--- config.mk ---
export PLATFORM = sky130hd
export DESIGN_NAME = memory_arbiter
export DESIGN_NICKNAME = d
export VERILOG_FILES = /design/src/rtl/memory_arbiter_pkg.sv /design/src/rtl/memory_arbiter.sv
export SDC_FILE = /design/constraint.sdc
export NUM_CORES = 1
export LEC_CHECK = 0
export CAP_MARGIN = 20
export CORE_AREA = 4 4 91 157
export CTS_CLUSTER_DIAMETER = 50
export DETAILED_ROUTE_END_ITERATION = 16
export DIE_AREA = 0 0 95 161
export GPL_ROUTABILITY_DRIVEN = 1
export PLACE_DENSITY = 0.77
export REMOVE_ABC_BUFFERS = 1
export SLEW_MARGIN = 20
export SYNTH_ARGS = -nofsm -noshare
export SYNTH_HDL_FRONTEND = slang
export SYNTH_SLANG_ARGS = --single-unit
--- constraint.sdc ---
create_clock -name clk -period 1.61 [get_ports clk]
set_clock_uncertainty 0.05 [all_clocks]
set_input_delay 0.4025 -clock clk [delete_from_list [all_inputs] [get_ports clk]]
set_output_delay 0.4025 -clock clk [all_outputs]
set_load 0.1 [all_outputs]
--- src/rtl/memory_arbiter_pkg.sv ---
// Shared encodings for the instruction/data memory arbiter.
// The request, memory-status and arbiter-status codes are common to both caches and main memory.
package memory_arbiter_pkg;

  localparam int ADDR_WIDTH_DEF   = 17;
  localparam int DATA_LEN_DEF     = 32;
  localparam int STARVE_LIMIT_DEF = 4;

  localparam logic [1:0] MEM_NOP   = 2'd0;
  localparam logic [1:0] MEM_READ  = 2'd1;
  localparam logic [1:0] MEM_WRITE = 2'd2;

  localparam logic [1:0] MEM_INST_FINISHED = 2'd1;
  localparam logic [1:0] MEM_DATA_FINISHED = 2'd2;

  localparam logic [1:0] ARB_RESTING  = 2'd0;
  localparam logic [1:0] ARB_WAITING  = 2'd1;
  localparam logic [1:0] ARB_BUSY     = 2'd2;
  localparam logic [1:0] ARB_FINISHED = 2'd3;

  typedef enum logic [1:0] {
    IDLE       = 2'd0,
    GRANT_INST = 2'd1,
    GRANT_DATA = 2'd2
  } arb_state_e;

endpackage

--- src/rtl/memory_arbiter.sv ---
// Shares the main-memory port between the I-cache and D-cache, one transaction at a time.
// Data side wins ties unless the instruction side has been passed over STARVE_LIMIT times in a row.
module memory_arbiter
  import memory_arbiter_pkg::*;
#(
  parameter int ADDR_WIDTH   = ADDR_WIDTH_DEF,
  parameter int DATA_LEN     = DATA_LEN_DEF,
  parameter int STARVE_LIMIT = STARVE_LIMIT_DEF
) (
  input  logic                  clk,
  input  logic                  rstn,
  input  logic [1:0]            inst_vis_signal,
  input  logic [ADDR_WIDTH-1:0] inst_vis_addr,
  output logic [DATA_LEN-1:0]   inst_mem_data,
  output logic [1:0]            inst_mem_status,
  input  logic [1:0]            data_vis_signal,
  input  logic [ADDR_WIDTH-1:0] data_vis_addr,
  input  logic [DATA_LEN-1:0]   data_write_data,
  output logic [DATA_LEN-1:0]   data_mem_data,
  output logic [1:0]            data_mem_status,
  output logic [1:0]            mem_vis_signal,
  output logic [ADDR_WIDTH-1:0] mem_vis_addr,
  output logic [DATA_LEN-1:0]   mem_write_data,
  input  logic [DATA_LEN-1:0]   mem_data,
  input  logic [1:0]            mem_status
);

  localparam int STREAK_W = $clog2(STARVE_LIMIT + 1);
  localparam logic [STREAK_W-1:0] STREAK_MAX = STREAK_W'(STARVE_LIMIT);

  arb_state_e            state, state_next;
  logic [STREAK_W-1:0]   streak, streak_next;
  logic [1:0]            mem_vis_signal_next;
  logic [ADDR_WIDTH-1:0] mem_vis_addr_next;
  logic [DATA_LEN-1:0]   mem_write_data_next;
  logic [DATA_LEN-1:0]   inst_mem_data_next, data_mem_data_next;
  logic [1:0]            inst_mem_status_next, data_mem_status_next;
  logic                  inst_req, data_req;

  assign inst_req = (inst_vis_signal != MEM_NOP);
  assign data_req = (data_vis_signal != MEM_NOP);

  function automatic logic pick_inst(input logic i_req, input logic d_req, input logic starved);
    return i_req && (!d_req || starved);
  endfunction

  always_comb begin
    state_next           = state;
    streak_next          = streak;
    mem_vis_signal_next  = mem_vis_signal;
    mem_vis_addr_next    = mem_vis_addr;
    mem_write_data_next  = mem_write_data;
    inst_mem_data_next   = inst_mem_data;
    data_mem_data_next   = data_mem_data;
    inst_mem_status_next = inst_mem_status;
    data_mem_status_next = data_mem_status;

    case (state)
      IDLE: begin
        mem_vis_signal_next  = MEM_NOP;
        inst_mem_status_next = ARB_RESTING;
        data_mem_status_next = ARB_RESTING;
        if (inst_req || data_req) begin
          if (pick_inst(inst_req, data_req, streak == STREAK_MAX)) begin
            state_next           = GRANT_INST;
            mem_vis_signal_next  = MEM_READ;
            mem_vis_addr_next    = inst_vis_addr;
            streak_next          = '0;
            inst_mem_status_next = ARB_BUSY;
            data_mem_status_next = data_req ? ARB_WAITING : ARB_RESTING;
          end else begin
            state_next           = GRANT_DATA;
            mem_vis_signal_next  = (data_vis_signal == MEM_WRITE) ? MEM_WRITE : MEM_READ;
            mem_vis_addr_next    = data_vis_addr;
            mem_write_data_next  = data_write_data;
            data_mem_status_next = ARB_BUSY;
            inst_mem_status_next = inst_req ? ARB_WAITING : ARB_RESTING;
            // Streak only grows while the I-cache is actually being passed over.
            if (!inst_req)
              streak_next = '0;
            else if (streak != STREAK_MAX)
              streak_next = streak + STREAK_W'(1);
          end
        end
      end

      GRANT_INST: begin
        data_mem_status_next = data_req ? ARB_WAITING : ARB_RESTING;
        if (mem_status == MEM_INST_FINISHED) begin
          inst_mem_data_next   = mem_data;
          inst_mem_status_next = ARB_FINISHED;
          mem_vis_signal_next  = MEM_NOP;
          state_next           = IDLE;
        end else if (!inst_req) begin
          inst_mem_status_next = ARB_RESTING;
          mem_vis_signal_next  = MEM_NOP;
          state_next           = IDLE;
        end
      end

      GRANT_DATA: begin
        inst_mem_status_next = inst_req ? ARB_WAITING : ARB_RESTING;
        // A finish takes precedence over a same-cycle abort so returned data is never lost.
        if (mem_status == MEM_DATA_FINISHED) begin
          data_mem_data_next   = mem_data;
          data_mem_status_next = ARB_FINISHED;
          mem_vis_signal_next  = MEM_NOP;
          state_next           = IDLE;
        end else if (!data_req) begin
          data_mem_status_next = ARB_RESTING;
          mem_vis_signal_next  = MEM_NOP;
          state_next           = IDLE;
        end
      end

      default: begin
        state_next          = IDLE;
        mem_vis_signal_next = MEM_NOP;
      end
    endcase
  end

  always_ff @(posedge clk) begin
    if (!rstn) begin
      state           <= IDLE;
      streak          <= '0;
      mem_vis_signal  <= MEM_NOP;
      mem_vis_addr    <= '0;
      mem_write_data  <= '0;
      inst_mem_data   <= '0;
      data_mem_data   <= '0;
      inst_mem_status <= ARB_RESTING;
      data_mem_status <= ARB_RESTING;
    end else begin
      state           <= state_next;
      streak          <= streak_next;
      mem_vis_signal  <= mem_vis_signal_next;
      mem_vis_addr    <= mem_vis_addr_next;
      mem_write_data  <= mem_write_data_next;
      inst_mem_data   <= inst_mem_data_next;
      data_mem_data   <= data_mem_data_next;
      inst_mem_status <= inst_mem_status_next;
      data_mem_status <= data_mem_status_next;
    end
  end

endmodule

# Word level (Yosys, flattened, before mapping)
# Index checks and enable logic that the tools add are counted.
# word_totals
reg_bits	124
in_bits	106
output_inout_bits	119
# classes
n_addsub	1
n_eq_ne	11
n_mux	25
bitwise_logic	1
reduce_logical	17
# ops
cell	n
2-to-1 mux 2 bit	15
case mux 2 bit (3 select lines)	4
2-to-1 mux 17 bit	1
AND reduction 2 bit	6
2-to-1 mux 3 bit	3
inequality test 3 bit (second input constant)	3
AND reduction 3 bit	3
== test 2 bit (second input constant)	3
== test 2 x 1 -> 1 bit (second input constant)	2
nonzero test 2 bit	2
adder 3 x 1 -> 3 bit (second input constant)	1
== test 3 bit (second input constant)	1
inequality test 3 x 1 -> 1 bit (second input constant)	1
nonzero test 3 bit	1
zero test 2 bit	1
logical OR 1 bit	2
2-to-1 mux 1 bit	2
inequality test 2 bit (second input constant)	1
logical AND 1 bit	1
zero test 1 bit	1
NOT 1 bit	1

# Longest topological paths before layout
# depth
depth_word	7
mapped_depth	8
depth_no_buf	6

# Least setup slack after synthesis
# Ideal clock, no wire load.
# synth_path
path_kind	register to register
startpoint	register state[0]
endpoint	register mem_vis_addr[10]
arrival_ns	1.612
required_time_ns	1.446
setup_slack_ns	-0.166
stages_incl_launch_ff	9
n_path_buf	2
period_less_slack_ns	1.776
cell_sequence	dfxtp_1 -> inv_1 -> ha_1 -> o41ai_4 -> and2_2 -> buf_4 -> buf_6 -> a22o_1 -> a21o_1
# synth_via
elab_chain_len	2
# synth_lines
item	line	rtl
start, declared	memory_arbiter.sv:31	arb_state_e state, state_next;
start signal, assigned	memory_arbiter.sv:135	state <= state_next;
zero test 2 bit	memory_arbiter.sv:58	case (state)
AND reduction 2 bit (no line)	n/a	
end signal, assigned	memory_arbiter.sv:138	mem_vis_addr <= mem_vis_addr_next;
end, declared	memory_arbiter.sv:22	output logic [ADDR_WIDTH-1:0] mem_vis_addr,
# Every way passes these cells.
# A chain may end at the register's enable or synchronous reset.

# Worst setup path after layout
# layout_path
startpoint	register state[0]
endpoint	register mem_write_data[1]
# layout_via
elab_chain_len	2
# layout_lines
item	line	rtl
zero test 2 bit	memory_arbiter.sv:58	
AND reduction 3 bit (no line)	n/a	
end signal, assigned	memory_arbiter.sv:139	mem_write_data <= mem_write_data_next;
end, declared	memory_arbiter.sv:23	output logic [DATA_LEN-1:0] mem_write_data,
# Every way passes these cells.

==> flow_metrics.tcl <==
set metrics [dict create \
    synth_top_family_by_area "compound AO/OA/AOI/OAI gates" \
    synthSimpleGateAreaFrac_pct 16.7 \
    syn_area_um2 4720 \
    layout.nets 895 \
    stdcell_count 966 \
    post-place-cells 926 \
    setup_viol 46 \
    start_util_pct 36.5 \
    peakVddDrop_uv 1000 \
    synth_seq_cells 124 \
    core_um2 12900 \
    power.share.sequential_pct 30.6 \
    required_ns 1.85 \
    power_w 0.0115 \
    path_clk_slew_ns 0.06 \
    reg2reg_depth 7 \
    synth.area.top_cells "dfxtp_1, nand2_1, a21oi_1" \
    ys_async_sr_fraction_pct 0 \
    post-route-period-util_pct 104 \
    nFillCells 870 \
    critPathLaunch "state[0]" \
    p_comb_share_pct 31.5 \
    r2r_start "state[0]" \
    rrSetupSlack_ns -0.07 \
    rows 55 \
    avgSynthCellArea_um2 9.00 \
    p_sw_w 0.00372 \
    fin_util_pct 73.4 \
    wl_per_cell_um 19.0 \
    drc 0 \
    clk_latency_ns 0.40 \
    fmax_mhz 595 \
    pin_count 225 \
    drive_gt1_share_pct 29.1 \
    via_count 4990 \
    cts_buffer_depth 2 \
    worstMarginPinSlew_ns 0.364 \
    crit_fanout 8 \
    synth-adder-area-share_pct 1.59 \
    switching_share_pct 32.4 \
    grt_max_degree 66 \
    vias_per_cell 5.17 \
    timing.rr.end "mem_write_data[1]" \
    synth_top_area_cell "dfxtp_1" \
    track_usage_pct 23.3 \
    cp.arrival_ns 1.92 \
    grt_pass1_vias 5312 \
    relSlewSlack_pct 75.7 \
    ys.flop_type "dfxtp_1" \
    die_w_um 95 \
    synth_commonest_cells "nand2_1, dfxtp_1, a21oi_1, nor2_1, mux2i_1" \
    synthMuxAreaShare_pct 6.99 \
    synth_top_area_share_pct 52.5 \
    gp_congestion 0.875 \
    powerDensity_nw_per_um2 1210 \
    ys_seq_area_share_pct 52.5 \
    clock_sinks 124 \
    yosysMostFrequentCell "nand2_1" \
    htree_num_levels 4 \
    internal-power_w 0.00774 \
    leakage_nw 3.88 \
    failed_checks "setup timing" \
    antenna_found_initial 0 \
    synth_xor_area_share_pct 0 \
    cp-end-kind "flip-flop" \
    finalSetupTns_ns -1.37 \
    drtIter0Drc 224 \
    hpwl_mm 13.0 \
    fp.dieH_um 161 \
    critPathLaunchType "flip-flop" \
    fin_crit_ns 1.68 \
    grt_pass1_wl_mm 27.4 \
    finalHoldViolCount 0 \
    drt_pass1_iterations 5 \
    syn_inst 525 \
    cts_buffers 17 \
    maxCapViolCount 0 \
    routed_wl_mm 18.4 \
    ys_types 41 \
    grt_setup_unrepaired "true" \
    cts-hold-fix-buffers 0 \
    dieArea_um2 15300 \
    ant_nets 0 \
    min_path_type "flip-flop to flip-flop" \
    n_antenna_cell 0 \
    io_buffers 224 \
    status "finished with violations" \
    root_buffer "clkbuf_16" \
    syn2layout_area_growth_pct 101 \
    yosys_warnings 0 \
    layout_setup_ws_ns -0.0703 \
    synth-compound-area-share_pct 17.2 \
    power_frac_clock_pct 37.9 \
    crit_end "mem_write_data[1]" \
    cts_tree "yes" \
    path_class "flip-flop to flip-flop" \
    drv_slew 0 \
    synth-edff-count 0 \
    grt_overflow 0 \
]
## timing repair
action	CTS	global route
gates cloned	2	1
setup buffers	4	2
pin swaps	7	15
resized for setup	34	23
setup endpoints to repair	66	98
## registers in the layout, indices dropped and copies added, names as in the netlist
register	cells
inst_mem_data	32
data_mem_status	2
mem_vis_addr	17
mem_write_data	32
state	2
mem_vis_signal	2
streak	3
inst_mem_status	2
data_mem_data	32
## power by group through the flow
stage	Sequential, W	Clock [W]	Combinational [W]
6_report	0.00351	0.00434	0.00361
4_1_cts	0.00351	0.00440	0.00352
3_5_place_dp	0.00356	0	0.00334
2_1_floorplan	0.00484	0	0.000557
3_3_place_gp	0.00355	0	0.00329
5_1_grt	0.00353	0.00454	0.00371
## worst max-delay path: stages, from the launching register on
cell	delay [ns]
dfxtp_2	0.33
inv_2	0.08
ha_4	0.17
o41ai_4	0.09
o21ba_4	0.38
buf_12	0.18
mux2i_1	0.21
nor2_1	0.08
## metal layers
layer	GRT usage [%]	up-vias	wire length (um)
li1	-	2283	-
met1	21.0	2379	5750
met2	44.3	273	10300
met3	7.78	55	1550
met4	12.2	0	728
met5	0	-	0
## worst min path at each step
stage                           start           endpoint  slack, ns  depth (start not counted)
floorplan                   streak[0]          streak[0]       0.40                          2
CTS                 data_mem_data[27]  data_mem_data[27]       0.44                          2
global placement     data_mem_data[3]   data_mem_data[3]       0.43                          2
detailed placement  data_mem_data[27]  data_mem_data[27]       0.43                          2
finish              inst_mem_data[12]  inst_mem_data[12]       0.44                          2
global route        data_mem_data[25]  data_mem_data[25]       0.46                          2
## kinds of logic after synthesis
group,count (synthesis)
muxes,33
buffers and inverters,40
AOI/OAI and AO/OA,128
DFF,124
and+or+nand+nor,194
adders and majority gates,6
## final cells by class
cell class                      instances  area [um^2]  share of cell area, %
Sequential cell                       124         2490                   26.2
Timing Repair Buffer                  271         3930                   41.4
Clock inverter                         11          215                   2.27
Tap cell                              171          214                   2.25
Multi-Input combinational cell        361         2160                   22.8
Clock buffer                           20          457                   4.81
Inverter                                8         30.0                  0.316
## per-stage QoR
step | instance area, um^2 | worst slack (ns) | hold slack, ns
after floorplan | 4520 | -0.964 | 0.399
after global placement | 8500 | -0.527 | 0.429
after detailed placement | 8500 | -0.603 | 0.434
after CTS | 9360 | -0.0165 | 0.441
after global routing | 9490 | -0.111 | 0.459
final | 9490 | -0.0703 | 0.438
## cells in the final DEF, fill, tap and decap left out, drive strengths merged
cell type / Yosys / final
nand2b: 2 / 2
o211ai: 1 / 1
nor3: 3 / 3
a311oi: 1 / 1
mux2i: 33 / 33
nor2: 38 / 38
or4b: 1 / 1
dlygate4sd2: 0 / 4
dfxtp: 124 / 124
o21ba: 1 / 1
clkbuf: 18 / 21
bufinv: 0 / 6
o21ai: 8 / 8
a2bb2oi: 1 / 1
buf: 11 / 165
o21a: 2 / 2
o22ai: 2 / 2
a32o: 2 / 2
o2111ai: 1 / 1
inv: 8 / 8
a21oi: 71 / 71
nand3b: 1 / 1
nand2: 138 / 138
clkinvlp: 0 / 1
and2: 3 / 3
a22o: 17 / 17
clkdlybuf4s50: 0 / 101
clkinv: 0 / 4
or2: 1 / 1
or3: 2 / 2
nand3: 3 / 3
ha: 6 / 6
a32oi: 1 / 1
o41ai: 1 / 1
a21o: 17 / 17
nor2b: 2 / 2
a31oi: 2 / 2
Power figures use the tool's default switching activity.
